$ cat src/rtl/drum_motor_driver.sv
// rtl/drum_motor_driver.sv - ramped PWM drum motor driver with brake phase and latched fault supervision
// Optional build macro DRUM_DIR_ALT_EN adds alternating-direction tumbling at low speed commands.
module drum_motor_driver #(
  parameter int unsigned RAMP_DIV       = 1000,
  parameter int unsigned RAMP_STEP      = 4,
  parameter int unsigned BRAKE_CLKS     = 2000,
  parameter logic [7:0]  STALL_DUTY     = 8'd64,
  parameter logic [9:0]  STALL_SPEED    = 10'd20,
  parameter int unsigned STALL_LIMIT    = 3000,
  parameter int unsigned VIB_LIMIT      = 500,
  parameter int unsigned DIR_PERIOD     = 50,
  parameter logic [3:0]  TUMBLE_MAX_CMD = 4'd3
) (
  input  logic       clk,
  input  logic       reset_n,
  input  logic [3:0] drum_motor,
  input  logic [9:0] motor_speed_sensor,
  input  logic       vibration_sensor,
  input  logic       door_locked,
  input  logic       fault_clear,
  output logic       pwm_out,
  output logic       motor_enable,
  output logic       brake,
  output logic       motor_dir,
  output logic       at_speed,
  output logic       motor_fault,
  output logic [1:0] fault_code
);

  typedef enum logic [2:0] {
    S_IDLE      = 3'd0,
    S_RAMP_UP   = 3'd1,
    S_RUN       = 3'd2,
    S_RAMP_DOWN = 3'd3,
    S_BRAKE     = 3'd4,
    S_FAULT     = 3'd5
  } state_e;

  localparam logic [15:0] PRESC_LAST = 16'(RAMP_DIV - 1);
  localparam logic [15:0] BRAKE_LAST = 16'(BRAKE_CLKS - 1);
  localparam logic [15:0] STALL_LAST = 16'(STALL_LIMIT - 1);
  localparam logic [15:0] VIB_LAST   = 16'(VIB_LIMIT - 1);
  localparam logic [8:0]  STEP9      = 9'(RAMP_STEP);

  state_e      state_q, state_d;
  logic [7:0]  duty_q, duty_d;
  logic [15:0] presc_q, presc_d;
  logic [7:0]  pwm_cnt_q, pwm_cnt_d;
  logic [15:0] brake_cnt_q, brake_cnt_d;
  logic [15:0] stall_cnt_q, stall_cnt_d;
  logic [15:0] vib_cnt_q, vib_cnt_d;
  logic [1:0]  code_q, code_d;

  logic        tick;
  logic        stall_cond;
  logic        rev_q;
  logic        tumble_start;
  logic [7:0]  cmd_target;
  logic [7:0]  target_eff;
  logic [8:0]  up_sum;
  logic [8:0]  down_floor;
  logic [7:0]  up_val;
  logic [7:0]  down_val;

  assign tick       = (presc_q == PRESC_LAST);
  assign cmd_target = {drum_motor, drum_motor};
  // A reversal in progress drives the ramp towards zero regardless of the command.
  assign target_eff = rev_q ? 8'd0 : cmd_target;
  assign stall_cond = (duty_q >= STALL_DUTY) && (motor_speed_sensor < STALL_SPEED);

  // Saturating ramp steps computed with a 9-bit intermediate so they never wrap.
  assign up_sum     = {1'b0, duty_q} + STEP9;
  assign up_val     = (up_sum > {1'b0, target_eff}) ? target_eff : up_sum[7:0];
  assign down_floor = {1'b0, target_eff} + STEP9;
  assign down_val   = ({1'b0, duty_q} < down_floor) ? target_eff : (duty_q - STEP9[7:0]);

  // State register plus datapath flops; asynchronous active-low reset.
  always_ff @(posedge clk or negedge reset_n) begin
    if (!reset_n) begin
      state_q     <= S_IDLE;
      duty_q      <= 8'd0;
      presc_q     <= 16'd0;
      pwm_cnt_q   <= 8'd0;
      brake_cnt_q <= 16'd0;
      stall_cnt_q <= 16'd0;
      vib_cnt_q   <= 16'd0;
      code_q      <= 2'b00;
    end else begin
      state_q     <= state_d;
      duty_q      <= duty_d;
      presc_q     <= presc_d;
      pwm_cnt_q   <= pwm_cnt_d;
      brake_cnt_q <= brake_cnt_d;
      stall_cnt_q <= stall_cnt_d;
      vib_cnt_q   <= vib_cnt_d;
      code_q      <= code_d;
    end
  end

  // Next-state: supervision has priority over ramp control while the stage is driven.
  always_comb begin
    state_d     = state_q;
    duty_d      = duty_q;
    code_d      = code_q;
    presc_d     = tick ? 16'd0 : presc_q + 16'd1;
    pwm_cnt_d   = pwm_cnt_q + 8'd1;
    brake_cnt_d = 16'd0;
    stall_cnt_d = 16'd0;
    vib_cnt_d   = 16'd0;
    case (state_q)
      S_IDLE: begin
        if (drum_motor != 4'd0) state_d = S_RAMP_UP;
      end
      S_RAMP_UP, S_RUN, S_RAMP_DOWN: begin
        stall_cnt_d = stall_cond ? stall_cnt_q + 16'd1 : 16'd0;
        vib_cnt_d   = vibration_sensor ? vib_cnt_q + 16'd1 : 16'd0;
        if (!door_locked) begin
          state_d = S_FAULT;
          code_d  = 2'b11;
        end else if (stall_cond && (stall_cnt_q == STALL_LAST)) begin
          state_d = S_FAULT;
          code_d  = 2'b01;
        end else if (vibration_sensor && (vib_cnt_q == VIB_LAST)) begin
          state_d = S_FAULT;
          code_d  = 2'b10;
        end else if (state_q == S_RAMP_UP) begin
          if ((target_eff < duty_q) || (target_eff == 8'd0)) state_d = S_RAMP_DOWN;
          else if (duty_q == target_eff)                        state_d = S_RUN;
          else if (tick)                                        duty_d  = up_val;
        end else if (state_q == S_RUN) begin
          if (tumble_start)                                          state_d = S_RAMP_DOWN;
          else if (target_eff > duty_q)                              state_d = S_RAMP_UP;
          else if ((target_eff < duty_q) || (target_eff == 8'd0))    state_d = S_RAMP_DOWN;
        end else begin
          if (target_eff > duty_q) state_d = S_RAMP_UP;
          else if (duty_q == target_eff) state_d = (target_eff == 8'd0) ? S_BRAKE : S_RUN;
          else if (tick) duty_d = down_val;
        end
        if (state_d == S_FAULT) begin
          duty_d      = 8'd0;
          stall_cnt_d = 16'd0;
          vib_cnt_d   = 16'd0;
        end
      end
      S_BRAKE: begin
        brake_cnt_d = brake_cnt_q + 16'd1;
        if (brake_cnt_q == BRAKE_LAST) begin
          brake_cnt_d = 16'd0;
          state_d     = (rev_q && (drum_motor != 4'd0)) ? S_RAMP_UP : S_IDLE;
        end
      end
      S_FAULT: begin
        duty_d = 8'd0;
        if (fault_clear && (drum_motor == 4'd0)) begin
          state_d = S_IDLE;
          code_d  = 2'b00;
        end
      end
      default: begin
        state_d = S_IDLE;
        duty_d  = 8'd0;
      end
    endcase
  end

  // Outputs decoded from the current state.
  always_comb begin
    motor_enable = 1'b0;
    brake        = 1'b0;
    motor_fault  = 1'b0;
    at_speed     = 1'b0;
    case (state_q)
      S_RAMP_UP, S_RAMP_DOWN: motor_enable = 1'b1;
      S_RUN: begin
        motor_enable = 1'b1;
        at_speed     = (duty_q == target_eff) && !rev_q;
      end
      S_BRAKE: brake = 1'b1;
      S_FAULT: begin
        brake       = 1'b1;
        motor_fault = 1'b1;
      end
      default: ;
    endcase
  end

  assign pwm_out    = motor_enable & (pwm_cnt_q < duty_q);
  assign fault_code = code_q;

`ifdef DRUM_DIR_ALT_EN
  localparam logic [15:0] DIR_LAST = 16'(DIR_PERIOD - 1);

  logic        dir_q, dir_d;
  logic        rev_d;
  logic [15:0] dir_tick_q, dir_tick_d;

  // Tumble direction flops.
  always_ff @(posedge clk or negedge reset_n) begin
    if (!reset_n) begin
      dir_q      <= 1'b0;
      rev_q      <= 1'b0;
      dir_tick_q <= 16'd0;
    end else begin
      dir_q      <= dir_d;
      rev_q      <= rev_d;
      dir_tick_q <= dir_tick_d;
    end
  end

  // Count ramp ticks in RUN at tumble speeds; start a reversal, flip direction once braked.
  always_comb begin
    dir_d        = dir_q;
    rev_d        = rev_q;
    dir_tick_d   = dir_tick_q;
    tumble_start = 1'b0;
    if ((state_q == S_IDLE) || (state_q == S_FAULT)) begin
      rev_d      = 1'b0;
      dir_tick_d = 16'd0;
    end else if ((state_q == S_RUN) && !rev_q && (drum_motor != 4'd0) &&
                 (drum_motor <= TUMBLE_MAX_CMD)) begin
      if (tick) begin
        if (dir_tick_q == DIR_LAST) begin
          tumble_start = 1'b1;
          rev_d        = 1'b1;
          dir_tick_d   = 16'd0;
        end else begin
          dir_tick_d = dir_tick_q + 16'd1;
        end
      end
    end else if ((state_q == S_BRAKE) && rev_q && (brake_cnt_q == BRAKE_LAST)) begin
      rev_d = 1'b0;
      dir_d = ~dir_q;
    end else if (drum_motor > TUMBLE_MAX_CMD) begin
      dir_tick_d = 16'd0;
    end
  end

  assign motor_dir = dir_q;
`else
  logic unused_tumble;
  assign unused_tumble = ^{TUMBLE_MAX_CMD, 32'(DIR_PERIOD)};
  assign rev_q         = 1'b0;
  assign tumble_start  = 1'b0;
  assign motor_dir     = 1'b0;
`endif

endmodule
$ cat config.mk
export PLATFORM = sky130hd
export DESIGN_NAME = drum_motor_driver
export DESIGN_NICKNAME = d
export VERILOG_FILES = /design/src/rtl/drum_motor_driver.sv
export SDC_FILE = /design/constraint.sdc
export NUM_CORES = 1
export LEC_CHECK = 0
export ABC_AREA = 1
export BUFFER_PORTS_ARGS = -buffer_cell sky130_fd_sc_hd__buf_2
export CAP_MARGIN = 20
export CORE_MARGIN = 3
export CORE_UTILIZATION = 45
export CTS_CLUSTER_SIZE = 12
export DETAILED_ROUTE_END_ITERATION = 6
export PLACE_DENSITY = 0.65
export SYNTH_ARGS = -nofsm -noshare
export SYNTH_HDL_FRONTEND = slang
export SYNTH_SLANG_ARGS = --single-unit
$ cat constraint.sdc
create_clock -name clk -period 2.65 [get_ports clk]
set_clock_uncertainty 0.1 [all_clocks]
set_input_delay 0.53 -clock clk [delete_from_list [all_inputs] [get_ports clk]]
set_output_delay 0.53 -clock clk [all_outputs]
set_load 0.01 [all_outputs]
==> results of run 1 <==
[power breakdown]
part | internal, mW | switching, mW
registers | 1.38 | 0.0937
logic | 0.639 | 1.08
clock network | 0.782 | 0.485
total | 2.80 | 1.66
[cells in the final DEF, fill, tap and decap left out, drive strengths merged, types with 2 or more instances in the layout]
cell,Yosys,final
a211oi,3,3
a21o,2,2
a21oi,27,27
buf,7,55
clkbuf,2,13
clkinv,1,3
dfrtp,85,85
ha,38,38
inv,108,107
nand2,133,133
nand3,51,52
nand4,16,16
nor2,104,104
nor3,24,24
nor3b,5,5
nor4,5,5
o211ai,3,3
o21ai,38,38
o21bai,2,2
o31ai,2,2
xnor2,7,7
xor2,29,29
[cell families after synthesis]
| group | Yosys count |
|---|---|
| and+or+nand+nor | 341 |
| buffers and inverters | 118 |
| DFF | 85 |
| AOI/OAI and AO/OA | 81 |
| adders and majority gates | 38 |
| xor gates and xnor gates | 36 |
| other | 1 |
[cell type report]
| cell class | instances | area [um^2] |
|---|---|---|
| clock buffer | 13 | 260 |
| clock inverter | 3 | 43.8 |
| fill | 1077 | 5280 |
| inverter | 109 | 415 |
| multi-input combinational | 498 | 2880 |
| sequential | 85 | 2130 |
| tap | 143 | 179 |
| timing repair buffer | 55 | 378 |
[worst paths after layout]
kind | endpoint | depth (start not counted) | start
worst min-delay path | presc_q[14] | 1 | reset_n
worst min register to register | vib_cnt_q[0] | 1 | vib_cnt_q[0]
worst max register to register | duty_q[5] | 17 | duty_q[2]
min in group clk | vib_cnt_q[0] | 1 | vib_cnt_q[0]
worst max-delay path | pwm_out | 8 | duty_q[2]
max in group asynchronous | duty_q[6] | 2 | reset_n
[flip-flops by register name, summed over array words and instances (netlist names)]
name         flops
brake_cnt_q     16
presc_q         16
stall_cnt_q     16
vib_cnt_q       16
duty_q           8
pwm_cnt_q        8
state_q          3
fault_code       2
[synthesized netlist by cell type, types with 5 or more instances]
cell     number
nand2_1     128
nor2_1       98
inv_1        89
dfrtp_1      85
nand3_1      46
ha_1         38
xor2_1       29
a21oi_1      27
o21ai_0      25
nor3_1       22
inv_2        19
nand4_1      16
o21ai_1      13
xnor2_1       7
buf_2         5
nand2_2       5
nor2_2        5
nor3b_1       5
nor4_1        5
[layer usage]
layer / up-vias / wire length, um / GRT usage [%]
met3: 15 / 469 / 5.00
li1: 2378 / - / -
met4: 0 / 160 / 5.09
met2: 81 / 5690 / 30.5
met1: 2227 / 5550 / 25.1
met5: - / 0 / 0
[timing repair]
action / CTS / global route
setup buffers: 0 / 5
setup endpoints to repair: 2 / 10
pin swaps: 0 / 4
cloned: 0 / 1
resized for setup: 5 / 22
[worst register-to-register path: stages, from the launching register on]
cell,delay (ns)
dfrtp_1,0.37
buf_6,0.14
clkinvlp_4,0.18
ha_4,0.28
ha_1,0.27
nand2_1,0.06
nor2_2,0.12
nand2_1,0.07
nand2_1,0.05
nand2_1,0.05
nand2_1,0.08
nand2_2,0.07
buf_6,0.13
nand3_1,0.06
nand3_1,0.10
nand2_1,0.07
nor2_1,0.04
o21a_1,0.16
==> results.cfg, run 1 <==
[outcome]
outcome = finished, final reports clean

[synthesis]
yosys_warnings = 0
muxShareOfSynthArea_pct = 0
synth_fa_ha_area_share_pct = 8.84
ys_types = 41
synthArstFlopShare_pct = 100
synth_xor_area_share_pct = 5.86
ys_seq_area_share_pct = 39.6
yosys.area.top_type_share_pct = 39.6
synth-simple-area-share_pct = 28.6
synth_ff_type = dfrtp_1
synth_area_leaders = dfrtp_1 (40%), nand2_1 (8.9%), ha_1 (8.8%)
synth_cells = 700
synth_enable_flop_cells = 0
synthesis.area_um2 = 5380
synth_compound_area_share_pct = 8.54
synth_top_family_by_area = simple AND/OR/NAND/NOR gates
syn_avg_cell_area_um2 = 7.68
synth-seq-cells = 85
yosys.area.top_type = dfrtp_1
syn-num-nets = 757

[cts]
cts.path.max_buffers = 2
cts_made_buffers = 9
cts-hold-fix-buffers = 0
tritoncts = built
clk_latency_ns = 0.34
cts_num_sinks = 85
cts-htree-levels = 3
root_buffer = clkbuf_16
clk_pin_slew_worst_paths_ns = 0.06

[grt]
grt_max_degree = 48
grt_pass1_vias = 4473
antenna_found_initial = 0
grt.total_usage_pct = 18.9
grt_overflow = 0
grt_first_pass_wirelength_um = 20200

[finish]
nets = 815
fin_area_um2 = 6280
diodes = 0
syn_to_final_growth_pct = 16.8
final_util_pct = 54.3
final_layout_size_suffix_gt1_share_pct = 17.2
final_cells = 906

[placed_design]
gp_congestion = 0.922
dpl.hpwl_um = 8860
post-place-ws_ns = -0.0934
port_buffers = 23
placed_area_um2 = 5840
placed_cells = 884

[sta]
hold_slack_ns = 0.0735
setup_ws_ns = 0.0959
max_freq_mhz = 392
fin_setup_tns_ns = 0
hold_viol = 0
report.final.slew_viol_count = 0
final.min_clock_period_ns = 2.55
maxSlewHeadroom_pct = 64.1
tightest_slew_ns = 0.538
rsz0062_at_grt = yes
fin_crit_sh_pct = 96.4
finalSetupViolations = 0

[critical_path]
worst-path-buf-inv = 4
worst_path_dominant_cell_family = buffers and inverters
end_kind = output port
regToRegSetupSlack_ns = 0.14
crit_type = flop to output port
max_stage_delay_ns = 0.37
slowest_stage = dfrtp_1
crit_fanout = 6
cp.required_ns = 2.02
crit_chain = buf_6 > clkinvlp_4 > buf_4 > ha_1 > nand3_1 > a21oi_1 > nor3_1 > buf_2
start_kind = flop
crit_arrival_ns = 1.92

[routing]
drtAntennaViolNets = 0
drcViolationCount = 0
wire_per_inst_um = 13.1
wl_um = 11900
vias = 4701
first_pass_iters = 6
vias_per_cell = 5.19
dr.first_iter.drc_count = 268

[floorplan]
dieArea_um2 = 13300
rows = 39
die_w_um = 115
die_y_um = 115
core_um2 = 11600
pin_count = 27
initial_core_util_pct = 46.5

[job]
max_cap_viol_count = 0

[power_and_ir_drop]
power_density_nw_per_um2 = 710
p_leak_nw = 2.95
vdd_drop_max_mv = 0.367
p_total_mw = 4.46

[worst_hold_path]
min_path_type = primary input to asynchronous set/reset pin
Note: power is estimated with default switching activity, not from simulation.
==> inputs of run 2 (changes only) <==
--- a/config.mk
+++ b/config.mk
@@ -8,7 +8,6 @@
 export ABC_AREA = 1
 export BUFFER_PORTS_ARGS = -buffer_cell sky130_fd_sc_hd__buf_2
 export CAP_MARGIN = 20
-export CORE_MARGIN = 3
 export CORE_UTILIZATION = 45
 export CTS_CLUSTER_SIZE = 12
 export DETAILED_ROUTE_END_ITERATION = 6
==> results.cfg, run 2 (synthesis results as in run 1) <==
[placed_design]
port_buffers = 23
dpl.hpwl_um = 8760
gp_congestion = 0.902

[floorplan]
core_um2 = 11500
die_y_um = 111
initial_core_util_pct = 46.7
dieArea_um2 = 12400
rows = 39
pin_count = 27
die_w_um = 111

[critical_path]
crit_fanout = 6
crit_type = flop to output port
worst_path_dominant_cell_family = buffers and inverters
max_stage_delay_ns = 0.40
worst-path-buf-inv = 4
end_kind = output port
start_kind = flop
cp.required_ns = 2.02
crit_arrival_ns = 1.94
crit_chain = buf_6 > clkinvlp_4 > buf_4 > ha_1 > nand3_1 > a21oi_1 > nor3_1 > buf_2
slowest_stage = dfrtp_1

[cts]
clk_latency_ns = 0.34
cts.path.max_buffers = 2
tritoncts = built
cts_made_buffers = 9
clk_pin_slew_worst_paths_ns = 0.07
cts-hold-fix-buffers = 0
root_buffer = clkbuf_16
cts_num_sinks = 85
cts-htree-levels = 3

[routing]
drtAntennaViolNets = 0
vias = 4614
vias_per_cell = 5.11
wl_um = 11700
first_pass_iters = 6
dr.first_iter.drc_count = 255
drcViolationCount = 6
wire_per_inst_um = 13.0

[grt]
use_met3_pct = 3.72
grt_pass1_vias = 4535
busiest_layer = met2
grt_first_pass_wirelength_um = 19900
use_met2_pct = 33.7
grt_overflow = 0
grt.total_usage_pct = 19.8
global_route.usage.met1_pct = 25.6
grt_max_degree = 55
antenna_found_initial = 0

[finish]
final_util_pct = 55.1
nets = 812
final_layout_size_suffix_gt1_share_pct = 18.0
fillers = 1088
multi_input_area_um2 = 2970
syn_to_final_growth_pct = 17.9
mostFrequentLayoutCells = nand2_1 (122), nor2_1 (96), inv_1 (87)
seqCellArea_um2 = 2130
diodes = 0
final_common_cell = nand2_1

[sta]
hold_viol = 0
final.min_clock_period_ns = 2.57
maxSlewHeadroom_pct = 64.5
report.final.slew_viol_count = 0
finalSetupViolations = 0
fin_crit_sh_pct = 96.9
max_freq_mhz = 389
hold_slack_ns = 0.0198
rsz0062_at_grt = yes
tightest_slew_ns = 0.530

[job]
max_cap_viol_count = 0

[power_and_ir_drop]
p_leak_nw = 2.94
vdd_drop_max_mv = 0.440
power_density_nw_per_um2 = 709

[outcome]
outcome = finished, violations left
violations = DRC

[worst_hold_path]
min_path_type = primary input to asynchronous set/reset pin
run 2: cell count changes in the layout (fill, tap and decap cells not counted), moves of 2 or more:
cell / change
clkbuf_8: -2
nand3_2: +2
ha_4: +3
nand2_1: -2
buf_4: -4
nand3_1: -2
clkinvlp_4: +2
ha_1: -2
nand2_4: +2
run 2: path summary, 6_finish.rpt:
kind | start | to | slack (ns) | cells past startpoint
max | duty_q[2] | pwm_out | 0.08 | 8
min reg2reg | presc_q[0] | presc_q[0] | 0.36 | 1
max reg2reg | duty_q[2] | duty_q[0] | 0.12 | 16
min in group clk | presc_q[0] | presc_q[0] | 0.36 | 1
min | reset_n | brake_cnt_q[8] | 0.02 | 1
max in group asynchronous | reset_n | duty_q[5] | 1.78 | 2
run 2: layout make-up:
class                   count  area share, %
inverters                 109           6.51
well taps                 143           2.82
repair buffers             52           5.66
flip-flops and latches     85           33.6
clock buffers              11           3.67
multi-input cells         498           46.8
clock inverters             5          0.927
run 2: per-stage QoR:
step / std cells / setup slack [ns] / TNS [ns] / power [mW] / area (um^2)
after floorplan: 700 / 0.149 / 0 / 2.56 / 5380
after global placement: 881 / -0.0643 / -0.129 / 2.99 / 5820
after detailed placement: 881 / -0.147 / -0.525 / 3.03 / 5820
after CTS: 897 / 0.0348 / 0 / 4.27 / 6110
after global routing: 903 / -0.0638 / -0.148 / 4.79 / 6340
final: 903 / 0.0808 / 0 / 4.50 / 6340
run 2: where the power goes:
group,internal [mW],switching [mW]
clock,0.732,0.502
combinational,0.677,1.11
sequential,1.38,0.0900
total,2.79,1.71
run 2: timing repair:
item,CTS,global route
setup endpoints to repair,0,10
buffers inserted,0,5
gates resized for setup,0,41
run 2: layer usage:
metal  share of wire [%]  wire, um
met1                  46      5410
met3                 3.8       440
met5                   0         0
met4                 1.8       216
met2                  48      5650
